[src/rtl/conv_linebuf_ctrl.sv]
// rtl/conv_linebuf_ctrl.sv - KxK sliding-window line buffer controller
//
// Optional feature macro: CONV_STALL_EN (window back-pressure from out_ready).
//
// Ports:
//   clk, rst               clock (rising edge), synchronous active-low reset
//   start                  latch stride/row_len/num_rows and begin a frame (IDLE only)
//   stride, row_len,       per-frame configuration, sampled only on an accepted start
//   num_rows
//   in_valid / in_ready    raster pixel handshake
//   out_ready              MAC array ready for a window (stall build only)
//   ff_rst                 line-buffer FIFO reset (held whenever no frame is running)
//   ff_wen / ff_ren        per-stage FIFO write / read enables (combinational)
//   win_valid              registered flag: last accepted pixel completed an aligned window
//   col_cnt / row_cnt      position of the last accepted pixel
//   busy                   frame in progress
//   done                   one-cycle pulse after the last pixel is accepted
//   cfg_err                one-cycle pulse after a start with an illegal configuration
module conv_linebuf_ctrl #(
    parameter int KERNEL   = 3,
    parameter int DIM_W    = 5,
    parameter int STRIDE_W = 3
) (
    input  logic                clk,
    input  logic                rst,
    input  logic                start,
    input  logic [STRIDE_W-1:0] stride,
    input  logic [DIM_W-1:0]    row_len,
    input  logic [DIM_W-1:0]    num_rows,
    input  logic                in_valid,
    output logic                in_ready,
    input  logic                out_ready,
    output logic                ff_rst,
    output logic [KERNEL-2:0]   ff_wen,
    output logic [KERNEL-2:0]   ff_ren,
    output logic                win_valid,
    output logic [DIM_W-1:0]    col_cnt,
    output logic [DIM_W-1:0]    row_cnt,
    output logic                busy,
    output logic                done,
    output logic                cfg_err
);

    typedef enum logic [1:0] {IDLE, CLEAR, RUN} state_t;

    state_t state, state_nxt;

    logic [STRIDE_W-1:0] stride_q;
    logic [DIM_W-1:0]    len_q;
    logic [DIM_W-1:0]    rows_q;

    // Position of the next pixel to be accepted, and its stride phases.
    logic [DIM_W-1:0]    col_pos;
    logic [DIM_W-1:0]    row_pos;
    logic [STRIDE_W-1:0] col_ph;
    logic [STRIDE_W-1:0] row_ph;

    logic cfg_bad;
    logic accept;
    logic at_col_end;
    logic at_last;
    logic win_hit;
    logic win_hold;

    assign cfg_bad = (stride == '0) || (32'(stride) > 32'd4) ||
                     (32'(row_len) < KERNEL) || (32'(num_rows) < KERNEL);

`ifdef CONV_STALL_EN
    // An unconsumed window freezes the pixel stream until the MAC array takes it.
    assign win_hold = win_valid & ~out_ready;
`else
    // out_ready has no effect without stall support.
    assign win_hold = out_ready & 1'b0;
`endif

    assign in_ready   = (state == RUN) && !win_hold;
    assign accept     = in_valid & in_ready;
    assign at_col_end = (col_pos == len_q - DIM_W'(1));
    assign at_last    = at_col_end && (row_pos == rows_q - DIM_W'(1));
    assign win_hit    = (32'(row_pos) >= KERNEL - 1) && (32'(col_pos) >= KERNEL - 1) &&
                        (col_ph == '0) && (row_ph == '0);

    // Stage i carries row i, so it starts writing once row i arrives and
    // starts reading (forwarding to stage i+1) once row i+1 arrives.
    always_comb begin
        ff_wen = '0;
        ff_ren = '0;
        for (int i = 0; i < KERNEL - 1; i++) begin
            ff_wen[i] = accept && (32'(row_pos) >= i);
            ff_ren[i] = accept && (32'(row_pos) >= i + 1);
        end
    end

    always_ff @(posedge clk) begin
        if (!rst) begin
            state <= IDLE;
        end else begin
            state <= state_nxt;
        end
    end

    always_comb begin
        state_nxt = state;
        busy      = 1'b0;
        ff_rst    = 1'b0;
        case (state)
            IDLE: begin
                ff_rst = 1'b1;
                if (start && !cfg_bad) begin
                    state_nxt = CLEAR;
                end
            end
            CLEAR: begin
                ff_rst    = 1'b1;
                busy      = 1'b1;
                state_nxt = RUN;
            end
            RUN: begin
                busy = 1'b1;
                if (accept && at_last) begin
                    state_nxt = IDLE;
                end
            end
            default: begin
                state_nxt = IDLE;
            end
        endcase
    end

    always_ff @(posedge clk) begin
        if (!rst) begin
            stride_q  <= '0;
            len_q     <= '0;
            rows_q    <= '0;
            col_pos   <= '0;
            row_pos   <= '0;
            col_ph    <= '0;
            row_ph    <= '0;
            col_cnt   <= '0;
            row_cnt   <= '0;
            win_valid <= 1'b0;
            done      <= 1'b0;
            cfg_err   <= 1'b0;
        end else begin
            done    <= 1'b0;
            cfg_err <= 1'b0;

            if (state == IDLE && start) begin
                if (cfg_bad) begin
                    cfg_err <= 1'b1;
                end else begin
                    stride_q <= stride;
                    len_q    <= row_len;
                    rows_q   <= num_rows;
                end
            end

            if (state == CLEAR) begin
                col_pos <= '0;
                row_pos <= '0;
                col_ph  <= '0;
                row_ph  <= '0;
                col_cnt <= '0;
                row_cnt <= '0;
            end

            if (accept) begin
                win_valid <= win_hit;
            end else if (!win_hold) begin
                win_valid <= 1'b0;
            end

            if (accept) begin
                col_cnt <= col_pos;
                row_cnt <= row_pos;
                done    <= at_last;
                // Phases are forced to 0 until the first full window edge, so
                // they read 0 at col/row K-1 and then count modulo stride.
                if (at_col_end) begin
                    col_pos <= '0;
                    col_ph  <= '0;
                    row_pos <= row_pos + DIM_W'(1);
                    if (32'(row_pos) < KERNEL - 1 || row_ph == stride_q - STRIDE_W'(1)) begin
                        row_ph <= '0;
                    end else begin
                        row_ph <= row_ph + STRIDE_W'(1);
                    end
                end else begin
                    col_pos <= col_pos + DIM_W'(1);
                    if (32'(col_pos) < KERNEL - 1 || col_ph == stride_q - STRIDE_W'(1)) begin
                        col_ph <= '0;
                    end else begin
                        col_ph <= col_ph + STRIDE_W'(1);
                    end
                end
            end
        end
    end

endmodule
[config.mk]
export PLATFORM = sky130hd
export DESIGN_NAME = conv_linebuf_ctrl
export DESIGN_NICKNAME = d
export VERILOG_FILES = /design/src/rtl/conv_linebuf_ctrl.sv
export SDC_FILE = /design/constraint.sdc
export NUM_CORES = 1
export LEC_CHECK = 0
export CAP_MARGIN = 20
export CORE_MARGIN = 1
export CORE_UTILIZATION = 35
export CTS_CLUSTER_SIZE = 10
export DETAILED_ROUTE_END_ITERATION = 7
export SYNTH_ARGS = -nofsm -noshare
export SYNTH_HDL_FRONTEND = slang
export SYNTH_SLANG_ARGS = --single-unit
[constraint.sdc]
create_clock -name clk -period 5.53 [get_ports clk]
set_clock_uncertainty 0.05 [all_clocks]
set_input_delay 0.8295 -clock clk [delete_from_list [all_inputs] [get_ports clk]]
set_output_delay 0.8295 -clock clk [all_outputs]
set_load 0.01 [all_outputs]
# == Word-level counts from Yosys, hierarchy flattened ==
# Cells that the tools add are included.
# classes
addsub,7
n_mux,22
shifts,0
div_mod_pow,0
n_bitwise,2
eq_ne,8
mul,0
n_lt_le_gt_ge,8
n_reduce_logical,26
# ops
op,n
5-bit two-way mux,8
3-bit two-way mux,8
5-bit by 2-bit < comparator with 1-bit output (second input constant),4
5-bit by 1-bit adder with 5-bit output (second input constant),2
5-bit equality test,2
5-bit by 2-bit >= comparator with 1-bit output (second input constant),2
5-bit by 1-bit subtractor with 5-bit output (second input constant),2
1-bit logical AND,9
3-bit zero test,3
2-bit AND reduction,4
3-bit by 1-bit adder with 3-bit output (second input constant),2
3-bit equality test,2
2-bit one-hot mux with 3 select lines,1
5-bit by 1-bit >= comparator with 1-bit output (second input constant),1
1-bit logical OR,5
2-bit two-way mux,2
2-bit OR reduction,2
3-bit > comparator (second input constant),1
1-bit two-way mux,3
3-bit by 1-bit subtractor with 3-bit output (second input constant),1
2-bit by 1-bit equality test with 1-bit output (second input constant),1
2-bit equality test (second input constant),1
2-bit zero test,1
2-bit by 1-bit != test with 1-bit output (second input constant),1
other kinds (5),5
# word_totals
mem_bits_ro,0
register_bits,44
wordCells,86
mem_bits_rw,0
latch_bits,0
output_inout_bits,20
mem_count,0

# == Longest topological paths before layout ==
# depth
depth_word,8
ltp_mapped,8
mapped_depth_nobuf,8

# == Worst setup path after synthesis ==
# OpenSTA, ideal clock, no wires.
# synth_path
path_kind,in2reg
from,input port stride[0]
to,register len_q[0]
required_ns,5.352
path_slack_ns,3.175
path_buffers,1
stages,7
setup_ns,0.128
arrival_time_ns,2.177
cell_sequence,nor2_1 -> xor2_1 -> or3_1 -> nor2_1 -> buf_4 -> mux2i_1 -> nor2_1
# synth_between
elab_chain_cells,6
elab_cells_between_ends,7
classes_between,order compare: 1; bitwise: 1; reduce/logical: 5
# synth_lines
item,line,source
from (decl),27,"input logic [STRIDE_W-1:0] stride,"
3-bit > comparator or 3-bit zero test (tied branches),65,assign cfg_bad = (stride == '0) || (32'(stride) > 32'd4) ||
1-bit logical OR * (2 in a row),65,
1-bit logical OR *,66,(32'(row_len) < KERNEL) || (32'(num_rows) < KERNEL);
1-bit NOT (no source line) *,n/a,
2-bit AND reduction (no source line) *,n/a,
to (signal assigned),153,len_q <= row_len;
to (decl),49,logic [DIM_W-1:0] len_q;
# Mark *: on every way between the ends. The rest lies on a longest branch, timed or not.
# A chain may end at the register's enable or synchronous reset.

# == Worst setup path after layout ==
# layout_path
from,input port in_valid
to,output port ff_ren[0]
# layout_between
elab_chain_cells,2
# layout_lines
item,line,source
from (decl),30,"input logic in_valid,"
1-bit bitwise AND,77,assign accept = in_valid & in_ready;
1-bit logical AND,90,ff_ren[i] = accept && (32'(row_pos) >= i + 1);
to (decl),35,"output logic [KERNEL-2:0] ff_ren,"
# Every way passes these cells.

==> qor.yml <==
yosys:
  syn-mean-instance-area_um2: 9.25
  syn-num-nets: 282
  synthArstFlopShare: 0
  synth-adder-area-share: 0.0815
  synth_compound_gate_area_share: 0.167
  synthMuxAreaShare: 0.0608
  syn_inst: 249
  yosysSeqAreaShare: 0.382
  synth-edff-count: 0
  ys_ff_latch: 44
  yosysWarnings: 0
  synth_area_um2: 2300
  yosysUniqueCellTypes: 52
  synth_top_family_by_area: "compound AO/OA/AOI/OAI gates"
  yosys_most_used_dff: "dfxtp_1"
  synth_simple_gate_area_frac: 0.165
  synthXorXnorAreaFrac: 0.0831
final_layout:
  final_cell_mix: "dfxtp_1, clkdlybuf4s50_1, nor2_1"
  fin_area_um2: 2810
  syn_to_final_growth_pct: 21.8
  antenna_cells: 0
  fin_cells: 362
  multiInputGateArea_um2: 1280
  drive_gt1_frac: 0.0842
  fillers: 612
  final_common_cell: "dfxtp_1"
  nNetsFinal: 317
  regArea_um2: 881
critical_path:
  endpoint_kind: "output pin"
  cp.required_ps: 4650
  crit_buf_inv: 2
  slowest_stage: "clkdlybuf4s50_1"
  r2r_cells: 8
  cp-start-kind: "input pin"
  rr_endpoint: "state[0]$_SDFFE_PN0P_"
  reg2reg_slack_ps: 3170
  critPathTopFamily: "buffers and inverters"
  worst-setup-path-type: "input pin to output pin"
  cpMostUsedCell: "clkdlybuf4s50_1"
  worstPathCellList: "clkdlybuf4s50_1, nand2_1, a21oi_1, clkdlybuf4s50_1"
  cp.depth: 4
  crit_path_max_incr_delay_ps: 570
  reg2reg_from: "len_q[0]$_SDFFE_PN0P_"
  crit_end: "ff_ren[0]"
  crit_start: "in_valid"
  critical_path.max_fanout: 7
  arrival_ps: 2270
timing:
  hold_viol: 0
  rsz0062_at_grt: "false"
  tns_ps: 0
  slew_headroom: 0.405
  finalMaxSlewViolations: 0
  tightest_slew_ps: 889
  max_freq_ghz: 0.317
  worst_hold_slack_ps: 428
  post-route-period-util: 0.570
  finalCriticalPeriod_ps: 3150
  setup_viol: 0
global_route:
  antenna_found_initial: 0
  grt_max_degree: 25
  grt_pass1_wl_um: 7900
  overflow: 0
  track_usage: 0.140
  grt_pass1_vias: 1701
die:
  initial_core_util: 0.363
  fp.dieW_um: 83.1
  dieHeight_um: 83.1
  dieArea_um2: 6910
  num_io_pins: 38
  coreArea_um2: 6350
  rows: 29
clock_network:
  cts_made_buffers: 5
  cts_hold_buf: 0
  htree_levels: 2
  clock_latency_ps: 310
  cts_tree: "built"
  cts_buffer_depth: 2
  post_cts_buffers: 0
  clockRootBuffer: "clkbuf_8"
  cts-resized-gates: 0
  numClockSinks: 44
  clk_pin_slew_ps: 90
drt:
  antenna_left: 0
  drt-initial-drc-count: 47
  num_vias: 1796
  viasPerCell: 4.96
  dr_wl_met3_um: 144
  routed_wl_um: 4590
  dr.max_layer_used: "met4"
  met1_length_um: 2320
  drc: 0
  first_pass_iters: 4
  wl_met2_um: 2040
  avgRoutedWirePerCell_um: 12.7
job:
  drv_cap: 0
placement:
  placed_cells: 354
  io_buffer_count: 36
  place_congestion: 0.776
  post_dp_cell_area_um2: 2720
  place_hpwl_um: 3500
power:
  power_per_cell_area_nw_per_um2: 226
  peakVddDrop_mv: 0.101
  power_mw: 0.633
  power.leakage_nw: 1.07
status:
  status: "completed"
hold_path:
  hp-class: "register to register"
[Yosys cell counts, drive strengths merged, types with 3 or more instances]
| master | number | area [µm²] |
|---|---|---|
| dfxtp | 44 | 881 |
| nor2 | 24 | 90.1 |
| inv | 18 | 67.6 |
| ha | 15 | 188 |
| mux2i | 14 | 140 |
| nand2 | 13 | 51.3 |
| a21oi | 12 | 60.1 |
| xor2 | 12 | 105 |
| o21ai | 11 | 55.1 |
| a22o | 10 | 88.8 |
| xnor2 | 9 | 86.3 |
| clkbuf | 6 | 22.5 |
| buf | 5 | 45.0 |
| nand2b | 5 | 31.3 |
| nand3 | 4 | 20.0 |
| nor4 | 4 | 25.0 |
| and2b | 3 | 25.0 |
| and3 | 3 | 20.0 |
| nor3 | 3 | 15.0 |
| or3 | 3 | 18.8 |
[worst register-to-register path: cells and delay by family (launching register included)]
kind | cells | cell delay, ps
AO/OA/AOI/OAI | 4 | 1210
XOR/XNOR | 1 | 160
flip-flops | 1 | 390
AND/OR/NAND/NOR | 1 | 90
adder cells (fa/ha/maj) | 1 | 300
buffers and inverters | 1 | 60
[cell type report]
type,instances,share of cell area
multi-input combinational,175,0.458
sequential,44,0.314
tap,77,0.0343
timing repair buffer,39,0.136
clock inverter,3,0.00758
clock buffer,5,0.0245
inverter,19,0.0254
[how the worst min path moves through the flow]
| stage | slack [ps] | start | end | cells after the start |
|---|---|---|---|---|
| 4_1_cts | 440 | row_cnt[1]$_SDFFE_PN0P_ | row_cnt[1]$_SDFFE_PN0P_ | 1 |
| 3_3_place_gp | 410 | col_cnt[1]$_SDFFE_PN0P_ | col_cnt[1]$_SDFFE_PN0P_ | 1 |
| 6_report | 430 | col_cnt[3]$_SDFFE_PN0P_ | col_cnt[3]$_SDFFE_PN0P_ | 1 |
| 2_1_floorplan | 400 | state[1]$_SDFFE_PN0P_ | state[1]$_SDFFE_PN0P_ | 2 |
| 3_5_place_dp | 410 | col_cnt[3]$_SDFFE_PN0P_ | col_cnt[3]$_SDFFE_PN0P_ | 1 |
| 5_1_grt | 470 | row_cnt[1]$_SDFFE_PN0P_ | row_cnt[1]$_SDFFE_PN0P_ | 1 |
[sequential cells by signal, summed over array words and instances (netlist names)]
register	cells
cfg_err	1
col_cnt	5
col_ph	3
col_pos	5
done	1
len_q	5
row_cnt	5
row_ph	3
row_pos	5
rows_q	5
state	2
stride_q	3
win_valid	1
[per-stage QoR]
step	util	setup slack, ps
2_1_floorplan	-	3170
3_3_place_gp	0.428	2360
3_5_place_dp	0.428	2350
4_1_cts	0.442	2350
5_1_grt	0.442	2240
6_report	0.442	2380
[cell families after synthesis]
| family | after synthesis |
|---|---|
| flip-flops | 44 |
| AND/OR/NAND/NOR | 73 |
| AO/OA/AOI/OAI | 52 |
| multiplexers | 14 |
| adder cells (fa/ha/maj) | 15 |
| XOR/XNOR | 21 |
| buffers and inverters | 30 |
[layer usage]
metal,track usage,up-vias
met5,0,-
met4,0.0611,0
met3,0.0308,7
met2,0.224,32
met1,0.182,826
li1,-,931
[where the power goes]
group,leakage (nW),switching [mW],internal [mW]
clock,0.0445,0.117,0.0897
combinational,0.669,0.0465,0.0478
sequential,0.356,0.00782,0.325
total,1.07,0.171,0.462
Power figures use the tool's default switching activity.
